[src/rtl/ddr2buf_loader.sv]
// ============================================================================
// Module   : ddr2buf_loader
// Purpose  : Issues strided DDR read bursts and streams the returned beats
//            sequentially into a local PE-side buffer.
// Revision : 1.0  initial release
// ============================================================================
`default_nettype none

module ddr2buf_loader #(
    parameter int DDR_W      = 512,
    parameter int DDR_ADDR_W = 32,
    parameter int BURST_W    = 8,
    parameter int BUF_DEPTH  = 256,
    parameter int ADDR_W     = $clog2(BUF_DEPTH),
    parameter int MAX_OUT    = 4
) (
    input  logic                  clk,
    input  logic                  rst,
    input  logic                  start,
    output logic                  done,
    output logic                  busy,
    input  logic [DDR_ADDR_W-1:0] conf_st_addr,
    input  logic [BURST_W-1:0]    conf_burst,
    input  logic [DDR_ADDR_W-1:0] conf_step,
    input  logic [BURST_W-1:0]    conf_burst_num,
    input  logic [ADDR_W-1:0]     conf_buf_base,
    output logic [DDR_ADDR_W-1:0] ddr_addr,
    output logic [BURST_W-1:0]    ddr_size,
    output logic                  ddr_addr_valid,
    input  logic                  ddr_addr_ready,
    input  logic [DDR_W-1:0]      ddr_data,
    input  logic                  ddr_valid,
    output logic                  ddr_ready,
    output logic [ADDR_W-1:0]     buf_wr_addr,
    output logic [DDR_W-1:0]      buf_wr_data,
    output logic                  buf_wr_en
);

    localparam int                 c_OUT_W   = 4;
    localparam int                 c_TOT_W   = 2 * BURST_W;
    localparam logic [c_OUT_W-1:0] c_MAX_OUT = c_OUT_W'(MAX_OUT);
    localparam logic [ADDR_W-1:0]  c_BUF_TOP = ADDR_W'(BUF_DEPTH - 1);

    typedef enum logic [1:0] {
        S_IDLE = 2'd0,
        S_RUN  = 2'd1,
        S_FIN  = 2'd2
    } state_t;

    state_t                  r_state;
    logic [BURST_W-1:0]      r_burst;
    logic [DDR_ADDR_W-1:0]   r_step;
    logic [BURST_W-1:0]      r_burst_num;
    logic [c_TOT_W-1:0]      r_total;
    logic [BURST_W-1:0]      r_issued;
    logic [c_OUT_W-1:0]      r_outst;
    logic [BURST_W-1:0]      r_beat;
    logic [c_TOT_W-1:0]      r_beat_cnt;
    logic [ADDR_W-1:0]       r_wr_ptr;

    logic                    w_addr_hs;
    logic                    w_beat_acc;
    logic                    w_last_beat;
    logic                    w_final;
    logic                    w_start_go;
    logic                    w_valid_nxt;
    logic [BURST_W-1:0]      w_issued_nxt;
    logic [c_OUT_W-1:0]      w_outst_nxt;
    logic [ADDR_W-1:0]       w_wr_ptr_nxt;

    assign w_addr_hs    = ddr_addr_valid & ddr_addr_ready;
    assign w_beat_acc   = ddr_valid & ddr_ready;
    assign w_last_beat  = w_beat_acc & (r_beat == r_burst - 1'b1);
    assign w_final      = w_beat_acc & (r_beat_cnt == r_total - 1'b1);
    assign w_start_go   = (conf_burst != '0) && (conf_burst_num != '0);
    assign w_issued_nxt = r_issued + BURST_W'(w_addr_hs);
    assign w_outst_nxt  = r_outst + c_OUT_W'(w_addr_hs) - c_OUT_W'(w_last_beat);
    assign w_wr_ptr_nxt = (r_wr_ptr == c_BUF_TOP) ? '0 : r_wr_ptr + 1'b1;
    // A stalled request keeps this true: issued is unchanged and outstanding can only fall.
    assign w_valid_nxt  = (w_issued_nxt < r_burst_num) && (w_outst_nxt < c_MAX_OUT);

    always_ff @(posedge clk) begin
        if (!rst) begin
            r_state        <= S_IDLE;
            r_burst        <= '0;
            r_step         <= '0;
            r_burst_num    <= '0;
            r_total        <= '0;
            r_issued       <= '0;
            r_outst        <= '0;
            r_beat         <= '0;
            r_beat_cnt     <= '0;
            r_wr_ptr       <= '0;
            done           <= 1'b0;
            busy           <= 1'b0;
            ddr_addr       <= '0;
            ddr_size       <= '0;
            ddr_addr_valid <= 1'b0;
            ddr_ready      <= 1'b0;
            buf_wr_addr    <= '0;
            buf_wr_data    <= '0;
            buf_wr_en      <= 1'b0;
        end else begin
            done      <= 1'b0;
            buf_wr_en <= 1'b0;
            case (r_state)
                S_IDLE: begin
                    if (start) begin
                        r_burst     <= conf_burst;
                        r_step      <= conf_step;
                        r_burst_num <= conf_burst_num;
                        r_total     <= c_TOT_W'(conf_burst) * c_TOT_W'(conf_burst_num);
                        r_issued    <= '0;
                        r_outst     <= '0;
                        r_beat      <= '0;
                        r_beat_cnt  <= '0;
                        r_wr_ptr    <= conf_buf_base;
                        ddr_addr    <= conf_st_addr;
                        ddr_size    <= conf_burst;
                        busy        <= 1'b1;
                        if (w_start_go) begin
                            r_state        <= S_RUN;
                            ddr_addr_valid <= 1'b1;
                            ddr_ready      <= 1'b1;
                        end else begin
                            r_state <= S_FIN;
                        end
                    end
                end
                S_RUN: begin
                    r_issued       <= w_issued_nxt;
                    r_outst        <= w_outst_nxt;
                    ddr_addr_valid <= w_valid_nxt;
                    if (w_addr_hs) begin
                        ddr_addr <= ddr_addr + r_step;
                    end
                    if (w_beat_acc) begin
                        r_beat      <= w_last_beat ? '0 : r_beat + 1'b1;
                        r_beat_cnt  <= r_beat_cnt + 1'b1;
                        buf_wr_en   <= 1'b1;
                        buf_wr_data <= ddr_data;
                        buf_wr_addr <= r_wr_ptr;
                        r_wr_ptr    <= w_wr_ptr_nxt;
                    end
                    if (w_final) begin
                        r_state        <= S_FIN;
                        ddr_ready      <= 1'b0;
                        ddr_addr_valid <= 1'b0;
                    end
                end
                S_FIN: begin
                    r_state <= S_IDLE;
                    done    <= 1'b1;
                    busy    <= 1'b0;
                end
                default: begin
                    r_state <= S_IDLE;
                end
            endcase
        end
    end

endmodule

`default_nettype wire

[config.mk]
export PLATFORM = sky130hd
export DESIGN_NAME = ddr2buf_loader
export DESIGN_NICKNAME = d
export VERILOG_FILES = /design/src/rtl/ddr2buf_loader.sv
export SDC_FILE = /design/constraint.sdc
export NUM_CORES = 2
export LEC_CHECK = 0
export ABC_AREA = 1
export CAP_MARGIN = 20
export CORE_AREA = 5 5 451 453
export CTS_BUF_LIST = sky130_fd_sc_hd__clkbuf_4 sky130_fd_sc_hd__clkbuf_8
export DETAILED_ROUTE_END_ITERATION = 10
export DIE_AREA = 0 0 456 458
export PLACE_DENSITY = 0.39
export RECOVER_POWER = 100
export SYNTH_ARGS = -nofsm -noshare
export SYNTH_HDL_FRONTEND = slang
export SYNTH_SLANG_ARGS = --single-unit
export TNS_END_PERCENT = 10
[constraint.sdc]
create_clock -name clk -period 5.43 [get_ports clk]
set_input_delay 0.543 -clock clk [delete_from_list [all_inputs] [get_ports clk]]
set_output_delay 0.543 -clock clk [all_outputs]
set_load 0.005 [all_outputs]
==> impl_metrics.env <==
export IMPL_outcome="complete, but fails checks"
export IMPL_violations="capacitance limit, slew limit"
export IMPL_worst_pin_slew_ns=3.26
export IMPL_postCtsHoldBufs=0
export IMPL_htree_levels=4
export IMPL_synth_ff_type="dfxtp_1"
export IMPL_clk_latency_ns=0.90
export IMPL_p_int_w=0.00988
export IMPL_ctsResizeCount=0
export IMPL_die_w_um=456
export IMPL_worstHoldStart="rst"
export IMPL_clkSinkCount=667
export IMPL_combPwrFrac_pct=18.4
export IMPL_start_util_pct=14.5
export IMPL_gp_congestion=0.877
export IMPL_rows=164
export IMPL_final_nets=5799
export IMPL_fin_skew_ns=0.0468
export IMPL_synth_fp_nets=4663
export IMPL_min_to="ddr_addr[2]"
export IMPL_track_usage_pct=16.2
export IMPL_power_leakage_nw=19.8
export IMPL_grt_pass1_vias=30496
export IMPL_ys_seq_area_share_pct=46.3
export IMPL_finalSetupTns_ns=0
export IMPL_ys_types=49
export IMPL_grt_ovfl_total=0
export IMPL_ir_drop_uv=189
export IMPL_core_area_um2=199000
export IMPL_power_density_nw_per_um2=302
export IMPL_critPathMaxStageDelay_ns=0.62
export IMPL_synth_top_area_cell="dfxtp_1"
export IMPL_synth_seq_cells=667
export IMPL_final_cells=7853
export IMPL_fin_crit_sh_pct=81.6
export IMPL_power_switching_w=0.00421
export IMPL_reg2reg_slack_ns=1.06
export IMPL_synth_top_area_share_pct=46.3
export IMPL_detail_route_wl_per_cell_um=22.4
export IMPL_seqPwrFrac_pct=37.4
export IMPL_slew_headroom_pct=-117
export IMPL_grt_max_degree=163
export IMPL_die_area_um2=209000
export IMPL_r2r_end="r_beat_cnt[14]"
export IMPL_cp_top_family="adder cells"
export IMPL_drt_wl_total_um=176000
export IMPL_root_buffer="clkbuf_8"
export IMPL_fmax_ghz=0.226
export IMPL_syn_inst=3935
export IMPL_crit_chain="dlygate4sd3_1, clkbuf_1, nand2_1, inv_1, fa_1, fa_1, inv_1, fa_1, fa_1, inv_1, ha_1, nand2_1, a31oi_1, nor2_1, o21ai_0, inv_1, nor2_1, o21ai_0, nand3_1, nand2_1"
export IMPL_syn_to_final_growth_pct=61.9
export IMPL_cts_clk_slew_worst_paths_ns=0.06
export IMPL_hold_path_class="in -> reg"
export IMPL_synth_edf_count=0
export IMPL_fillers=22017
export IMPL_synth_area_um2=28900
export IMPL_swShare_pct=29.9
export IMPL_synthArstFlopShare_pct=0
export IMPL_drtIter0Drc=1785
export IMPL_cp_required_ns=6.21
export IMPL_drtAntennaViolNets=0
export IMPL_vias=30528
export IMPL_crit_buf_inv=6
export IMPL_ios=1170
export IMPL_place_ws_ns=0.282
export IMPL_setup_viol=0
export IMPL_place_inst=7576
export IMPL_utilization_pct=23.5
export IMPL_drv_cap=5
export IMPL_crit_start="conf_burst[1]"
export IMPL_cts_buffers=149
export IMPL_fp_dieH_um=458
export IMPL_setup_ws_ns=1.00
export IMPL_drive_gt1_share_pct=6.05
export IMPL_ys_warn_count=0
export IMPL_cp_slowest_cell="dlygate4sd3_1"
export IMPL_cts_buffer_depth=3
export IMPL_synth_avg_cell_area_um2=7.33
export IMPL_clkPwrFrac_pct=44.1
export IMPL_hold_depth=3
export IMPL_rsz0062_at_grt="no"
export IMPL_final_common_cell="nor2_1"
export IMPL_drv_slew=213
export IMPL_grt_antenna_before_repair=95
export IMPL_vias_per_cell=3.89
export IMPL_drc=0
export IMPL_final_cell_mix="nor2_1, dfxtp_1, o21ai_0"
export IMPL_grt_first_pass_wirelength_um=243000
export IMPL_cts_tree="built"
export IMPL_post_cts_setup_buffer_count=0
export IMPL_dp_hpwl_um=140000
export IMPL_firstDrtPassIters=5
export IMPL_cp_data_arrival_time_ns=5.21
export IMPL_end_kind="register"
export IMPL_critPathMaxFanout=8
export IMPL_yosys_top_cells_area="dfxtp_1, nor2_1, o21ai_0"
export IMPL_start_kind="input port"
export IMPL_fin_crit_ns=4.43
export IMPL_portBuffers=1169
export IMPL_r2r_cells=7
export IMPL_timing_rr_start="r_state[1]"
export IMPL_finalHoldViolations=0
export IMPL_worst_setup_path_type="in -> reg"
## state kept, by name, indices dropped and copies added (netlist names), 4 cells and up
| signal | flops |
|---|---|
| ddr_addr | 32 |
| buf_wr_data | 512 |
| buf_wr_addr | 8 |
| r_beat | 8 |
| r_issued | 8 |
| r_wr_ptr | 8 |
| r_step | 32 |
| r_burst_num | 8 |
| r_beat_cnt | 16 |
| r_outst | 4 |
| r_total | 16 |
| r_burst | 8 |
## logic make-up after synthesis
| family | share of synthesized area (%) |
|---|---|
| AOI/OAI and AO/OA | 15.0 |
| adders and majority gates | 6.32 |
| buffers and inverters | 6.72 |
| DFF | 46.3 |
| and+or+nand+nor | 24.2 |
| xor gates and xnor gates | 1.52 |
## worst max path at each step
stage / end / depth (start not counted)
global route: r_beat_cnt[14] / 13
global placement: r_total[12] / 21
floorplan: r_total[12] / 19
CTS: r_total[12] / 21
finish: r_total[12] / 20
detailed placement: r_total[12] / 21
## stage by stage
| stage | hold WS [ns] | cell area [um2] | total power, W |
|---|---|---|---|
| floorplan | 0.445 | 28900 | 0.00668 |
| global placement | 0.455 | 43500 | 0.00808 |
| finish | 0.137 | 46700 | 0.0141 |
| detailed placement | 0.459 | 43500 | 0.00807 |
| global route | 0.0362 | 46700 | 0.0149 |
| CTS | 0.00246 | 46700 | 0.0145 |
## Yosys cell counts, drive strengths merged, types with 16 or more instances
cell    instances
xor2           35
inv           278
nand4          16
nand3          88
dfxtp         667
o21ai         605
nor2         1188
a21oi         130
ha             85
fa             38
nand2         446
clkbuf        193
nor3           16
buf            37
a22o           34
## metal layers
layer	GRT usage [%]	share of wire [%]	vias up
met4	4.09	2.4	72
met1	17.8	39	14162
met2	28.8	50	1026
met3	6.71	8.6	305
li1	-	-	14963
met5	0	0.25	-
## power groups by stage
stage / clock network, W / registers, W / logic, W
2_1_floorplan: 0 / 0.00534 / 0.00134
3_3_place_gp: 0 / 0.00538 / 0.00270
3_5_place_dp: 0 / 0.00538 / 0.00269
4_1_cts: 0.00652 / 0.00528 / 0.00271
5_1_grt: 0.00671 / 0.00530 / 0.00293
6_report: 0.00622 / 0.00527 / 0.00260
## layout make-up
cell class                      count  area, um2  area share, %
Tap cell                         2656       3320           7.11
Timing Repair Buffer             1215      12200           26.0
Clock inverter                     24        347          0.742
Clock buffer                      227       2840           6.09
Sequential cell                   667      13400           28.6
Inverter                          278       1050           2.25
Multi-Input combinational cell   2760      13600           29.0
Antenna cell                       26       65.1          0.139
## tightest hold or removal path, cell delays in order
cell and delay (ns):
buf_8 0.23, o21ai_0 0.14, a31oi_1 0.05
Power figures use the tool's default switching activity.
